## src/rtl/if_fetch_queue.sv

```systemverilog
// if_fetch_queue: DEPTH-entry in-order fetch queue between pre-IF and ID, with flush cancel counting.
// Latency: data_ok at edge k (or exception push at edge k) makes the entry offerable in cycle k+1.
// Backpressure: fs_allowin drops while queued + cancelled in-flight requests reach DEPTH; head held while ds_allowin low.
module if_fetch_queue #(
  parameter int DEPTH  = 4,
  parameter int PC_W   = 32,
  parameter int INST_W = 32
) (
  input  logic              clk,
  input  logic              resetn,
  input  logic              ps_to_fs_valid,
  input  logic [PC_W-1:0]   ps_to_fs_pc,
  input  logic [2:0]        ps_to_fs_ex,
  output logic              fs_allowin,
  input  logic              inst_sram_data_ok,
  input  logic [INST_W-1:0] inst_sram_rdata,
  input  logic              flush,
  input  logic              has_int,
  input  logic              ds_allowin,
  output logic              fs_to_ds_valid,
  output logic [PC_W-1:0]   fs_to_ds_pc,
  output logic [INST_W-1:0] fs_to_ds_inst,
  output logic              fs_to_ds_ex,
  output logic [4:0]        fs_to_ds_exccode,
  output logic [PC_W-1:0]   fs_to_ds_badvaddr,
  output logic              fs_to_ds_tlb_refill,
  output logic              fs_idle
);
  localparam int AW = $clog2(DEPTH);
  localparam int CW = AW + 1;

  logic [PC_W-1:0]   pc_q   [DEPTH];
  logic [PC_W-1:0]   pc_d   [DEPTH];
  logic [2:0]        ex_q   [DEPTH];
  logic [2:0]        ex_d   [DEPTH];
  logic [INST_W-1:0] inst_q [DEPTH];
  logic [INST_W-1:0] inst_d [DEPTH];
  logic [DEPTH-1:0]  vld_q, vld_d, done_q, done_d;
  logic [AW-1:0]     head_q, head_d, fill_q, fill_d, tail_q, tail_d;
  logic [CW-1:0]     count_q, count_d, cancel_q, cancel_d;

  logic [CW:0]       occ;
  logic [CW-1:0]     pend_cnt;
  logic              push, pop, n_issue, head_vld;
  logic [2:0]        head_ex;

  // Queued entries plus responses still owed to cancelled requests bound the in-flight total.
  assign occ        = {1'b0, count_q} + {1'b0, cancel_q};
  assign fs_allowin = (occ < (CW+1)'(DEPTH));
  assign push       = ps_to_fs_valid & fs_allowin & ~flush;
  assign pop        = fs_to_ds_valid & ds_allowin;
  // A non-exception fetch presented while we accept was issued to sram even if a flush drops it.
  assign n_issue    = ps_to_fs_valid & fs_allowin & ~(|ps_to_fs_ex);

  // Head view; stale slots beyond the valid region must not leak exception bits.
  assign head_vld            = vld_q[head_q];
  assign head_ex             = head_vld ? ex_q[head_q] : 3'b000;
  assign fs_to_ds_valid      = head_vld & done_q[head_q] & ~flush;
  assign fs_to_ds_pc         = pc_q[head_q];
  assign fs_to_ds_badvaddr   = pc_q[head_q];
  assign fs_to_ds_ex         = has_int | (|head_ex);
  assign fs_to_ds_inst       = fs_to_ds_ex ? '0 : inst_q[head_q];
  assign fs_to_ds_tlb_refill = head_ex[1];
  assign fs_to_ds_exccode    = has_int                   ? 5'h00 :
                               (head_ex[1] | head_ex[0]) ? 5'h02 :
                               head_ex[2]                ? 5'h04 : 5'h00;
  assign fs_idle             = (count_q == '0) && (cancel_q == '0);

  // Count entries still waiting on sram data; these become cancelled requests on flush.
  always_comb begin
    pend_cnt = '0;
    for (int i = 0; i < DEPTH; i++) begin
      pend_cnt = pend_cnt + CW'(vld_q[i] & ~done_q[i]);
    end
  end

  // Next-state: flush bookkeeping, or response fill / pop / push with fill-pointer advance.
  always_comb begin
    pc_d     = pc_q;
    ex_d     = ex_q;
    inst_d   = inst_q;
    vld_d    = vld_q;
    done_d   = done_q;
    head_d   = head_q;
    fill_d   = fill_q;
    tail_d   = tail_q;
    count_d  = count_q;
    cancel_d = cancel_q;
    if (flush) begin
      vld_d   = '0;
      done_d  = '0;
      head_d  = '0;
      fill_d  = '0;
      tail_d  = '0;
      count_d = '0;
      // A data_ok this cycle retires one owed response, old cancels first then pending entries.
      cancel_d = cancel_q + pend_cnt + CW'(n_issue)
               - CW'(inst_sram_data_ok && ((cancel_q != '0) || (pend_cnt != '0)));
    end else begin
      if (inst_sram_data_ok) begin
        if (cancel_q != '0) begin
          cancel_d = cancel_q - CW'(1);
        end else if (vld_q[fill_q] && !done_q[fill_q]) begin
          inst_d[fill_q] = inst_sram_rdata;
          done_d[fill_q] = 1'b1;
        end
      end
      if (pop) begin
        vld_d[head_q] = 1'b0;
        head_d        = head_q + AW'(1);
      end
      if (push) begin
        pc_d[tail_q]   = ps_to_fs_pc;
        ex_d[tail_q]   = ps_to_fs_ex;
        inst_d[tail_q] = '0;
        vld_d[tail_q]  = 1'b1;
        done_d[tail_q] = |ps_to_fs_ex;
        tail_d         = tail_q + AW'(1);
      end
      count_d = count_q + CW'(push) - CW'(pop);
      // Fill parks at tail when nothing is pending, else walks to the oldest entry awaiting data.
      if ((vld_d & ~done_d) == '0) begin
        fill_d = tail_d;
      end else begin
        for (int i = 0; i < DEPTH; i++) begin
          if (vld_d[fill_d] && done_d[fill_d]) fill_d = fill_d + AW'(1);
        end
      end
    end
  end

  // State registers with asynchronous active-low reset.
  always_ff @(posedge clk or negedge resetn) begin
    if (!resetn) begin
      for (int i = 0; i < DEPTH; i++) begin
        pc_q[i]   <= '0;
        ex_q[i]   <= '0;
        inst_q[i] <= '0;
      end
      vld_q    <= '0;
      done_q   <= '0;
      head_q   <= '0;
      fill_q   <= '0;
      tail_q   <= '0;
      count_q  <= '0;
      cancel_q <= '0;
    end else begin
      pc_q     <= pc_d;
      ex_q     <= ex_d;
      inst_q   <= inst_d;
      vld_q    <= vld_d;
      done_q   <= done_d;
      head_q   <= head_d;
      fill_q   <= fill_d;
      tail_q   <= tail_d;
      count_q  <= count_d;
      cancel_q <= cancel_d;
    end
  end
endmodule

```

## config.mk

```make
export PLATFORM = sky130hd
export DESIGN_NAME = if_fetch_queue
export DESIGN_NICKNAME = d
export VERILOG_FILES = /design/src/rtl/if_fetch_queue.sv
export SDC_FILE = /design/constraint.sdc
export NUM_CORES = 1
export LEC_CHECK = 0
export CAP_MARGIN = 20
export CORE_MARGIN = 3
export CORE_UTILIZATION = 46
export CTS_BUF_LIST = sky130_fd_sc_hd__clkbuf_8
export DETAILED_ROUTE_END_ITERATION = 10
export HOLD_SLACK_MARGIN = 0.12
export PLACE_DENSITY_LB_ADDON = 0.15
export SYNTH_ARGS = -nofsm -noshare
export SYNTH_HDL_FRONTEND = slang
export SYNTH_SLANG_ARGS = --single-unit
```

## constraint.sdc

```tcl
create_clock -name clk -period 4.7 [get_ports clk]
set_clock_uncertainty 0.1 [all_clocks]
set_input_delay 0.705 -clock clk [delete_from_list [all_inputs] [get_ports clk]]
set_output_delay 0.705 -clock clk [all_outputs]
set_load 0.005 [all_outputs]
```

==> flow_summary_export.csv <==
group,metric,value,unit
status,run_status,"finished, final reports clean",
clocking,cts-root-buf,"clkbuf_8",
routing,wl_per_cell,20.2,um
clocking,insertion_delay,560,ps
final_layout,antenna_cells,0,
global_route,grt_pass1_vias,10915,
worst_setup_path,crit_top_cell,"nor2b_1",
timing,fin_crit_sh,0.886,
die,ios,180,
worst_setup_path,worstSetupPathType,"reg2out",
worst_setup_path,slowest_stage,"dfrtp_4",
final_layout,nets,1478,
power,leakage,7.96,nW
global_route,grt_max_degree,101,
clocking,h-tree-depth,2,
power,total_power,7.78,mW
clocking,clkSlewWorstSetupHoldPaths,60,ps
clocking,cts_buffer_depth,3,
yosys,async_reset_ff_frac,1.00,
yosys,synth_cell_types,58,
yosys,ys_seq_area_frac,0.513,
yosys,synth_area_leader_cell,"dfrtp_1",
timing,report.final.slew_viol_count,0,
routing,ant_nets,0,
worst_setup_path,cp_max_fo,33,
global_route,grt_pass1_wl,59.0,mm
min_path,min_path_cells,2,
routing,vias,10177,
timing,tightest_slew,1000,ps
timing,setup_viol_count_final,0,
place,port_buffers,176,
die,die_height,181,um
yosys,ys_ff_latch,288,
routing,drc,0,
worst_setup_path,critPathCaptureType,"primary output",
routing,drt_iter0_drc,663,
routing,firstDrtPassIters,5,
global_route,antenna_found_initial,1,
timing,post-route-min-period,4160,ps
die,coreArea,29900,sq um
yosys,synth_top_area_frac,0.513,
timing,relSlewSlack,0.331,
global_route,grt_remaining_overflow,0,
die,rows,63,
timing,fmax,240,MHz
flow_run,cap_violations,0,
die,dieWidth,181,um
clocking,cts_sinks,288,
timing,tns,0,ps
final_layout,area_delta_synth_final,21.1,%
worst_setup_path,cp_data_arrival_time,3360,ps
final_layout,nFillCells,2519,
yosys,avgSynthCellArea,11.3,sq um
yosys,ys_top_cells_by_area,"dfrtp_1 (51%), mux4_2 (11%), nand2_1 (9.1%)",
yosys,yosys_most_used_dff,"dfrtp_1",
clocking,cts_buffers,52,
die,start_util,0.470,
routing,via_per_inst,5.63,
worst_setup_path,crit_required,3890,ps
power,ir_drop,266,uV
clocking,cts_tree,"built",
yosys,syn-instance-count,1242,
worst_setup_path,worst-r2r-cell-count,16,
yosys,ys.warnings.count,0,
yosys,synth_edf_count,0,
yosys,syn_area,14000,sq um
worst_setup_path,cp_slowest_stage_delay,680,ps
clocking,cts_resized,0,
timing,rsz0062_at_grt,"no",
place,dp_hpwl,21.8,mm
power,power_density,458,nW/um^2
die,die-area,32700,sq um
min_path,hold_class,"reg2reg",
worst_setup_path,path_cells,"mux2_2, mux2i_1, nor2b_1, nor2_1, o21ai_2, buf_4, nor2b_1, clkdlybuf4s50_1",
place,gp_congestion,0.844,
global_route,grt_usage,0.222,
routing,wirelength,36.5,mm
timing,finalHoldViolCount,0,
worst_setup_path,cp-start-kind,"flop",
timing,whs,366,ps
final_layout,layout-drive-gt1-share,0.164,
state kept, by name, indices dropped and copies added (netlist names):
register,count
cancel_q,3
ex_q,12
pc_q,128
count_q,3
tail_q,2
inst_q,128
fill_q,2
vld_q,4
done_q,4
head_q,2
synth_stat cells, drive strengths merged (3+ instances only):
cell type	number
nand2	339
dfrtp	288
a22o	128
nor2b	70
mux4	69
buf	60
clkbuf	58
mux2	40
inv	23
nor2	23
ha	22
nand4	13
a21oi	12
nand3	9
o21ai	7
o31ai	7
nand2b	6
xnor2	6
and3	5
and4	5
nor3	5
a211oi	4
a21o	4
fa	4
a211o	3
a41oi	3
o31a	3
metal layers:
metal | vias to the layer above | GRT usage | wire, um
li1 | 4618 | - | -
met1 | 5160 | 0.306 | 16300
met2 | 338 | 0.358 | 17200
met3 | 59 | 0.0479 | 2390
met4 | 2 | 0.0617 | 652
met5 | - | 0 | 13
power breakdown:
| part | switching (mW) | internal (mW) |
|---|---|---|
| clock network | 1.04 | 1.31 |
| registers | 0.302 | 3.00 |
| logic | 0.936 | 1.19 |
| total | 2.28 | 5.50 |
placed cells by master (no fill, tap or decap), types with 5 or more instances in the layout:
cell	Yosys	final
ha_1	22	22
nor2b_1	70	70
xnor2_1	6	6
nor2_1	23	21
mux2_2	40	40
o21ai_0	6	5
buf_4	36	18
clkdlybuf4s50_1	0	174
o31ai_1	5	5
a22o_1	128	128
a21oi_1	12	12
nand3_1	9	9
nand2_1	339	339
clkbuf_8	0	69
clkinv_2	0	11
inv_1	21	34
dfrtp_1	288	286
nand4_1	13	13
mux4_2	69	69
nand2b_1	5	5
logic make-up after synthesis:
| logic type | Yosys count | share of synthesized area |
|---|---|---|
| flip-flops | 288 | 0.513 |
| XOR/XNOR | 6 | 0.00374 |
| adder cells (fa/ha/maj) | 26 | 0.0253 |
| other | 1 | 0.000267 |
| AND/OR/NAND/NOR | 485 | 0.153 |
| buffers and inverters | 141 | 0.0483 |
| AO/OA/AOI/OAI | 184 | 0.112 |
| multiplexers | 111 | 0.144 |
through the flow:
step,area (sq um),std cells,utilization,setup slack [ps]
final,17000,1808,0.569,535
after global placement,15900,1713,0.533,732
after floorplan,14000,1244,-,869
after detailed placement,15900,1713,0.533,637
after CTS,17000,1808,0.569,469
after global routing,17000,1808,0.569,369
final timing paths:
| check | start | endpoint | slack [ps] |
|---|---|---|---|
| hold / removal | pc_q[5]$_DFFE_PN0P_ | pc_q[5]$_DFFE_PN0P_ | 370 |
| min in group asynchronous | resetn | inst_q[123]$_DFFE_PN0N_ | 630 |
| max in group asynchronous | resetn | pc_q[105]$_DFFE_PN0P_ | 2850 |
| setup reg to reg | done_q[0]$_DFF_PN0_ | cancel_q[2]$_DFFE_PN0P_ | 640 |
| hold reg to reg | pc_q[5]$_DFFE_PN0P_ | pc_q[5]$_DFFE_PN0P_ | 370 |
| setup / recovery | head_q[1]$_DFFE_PN0P_ | fs_to_ds_inst[11] | 540 |
repair_timing:
action	CTS	global route
buffers inserted	0	0
hold buffers	1	0
endpoints found under the hold margin	85	0
layout make-up:
type	count	area, sq um	area share
flip-flops and latches	288	7210	0.424
multi-input cells	815	6180	0.364
repair buffers	198	1970	0.116
clock buffers	69	950	0.0558
well taps	390	488	0.0287
clock inverters	25	113	0.00662
inverters	23	88.8	0.00522
worst max-delay path: cells and delay by family (launching register included):
family,cells,cell delay (ps)
flip-flops,1,680
multiplexers,2,830
buffers and inverters,2,780
AO/OA/AOI/OAI,1,60
AND/OR/NAND/NOR,3,430
No activity file was read; power rests on OpenSTA's default activity.
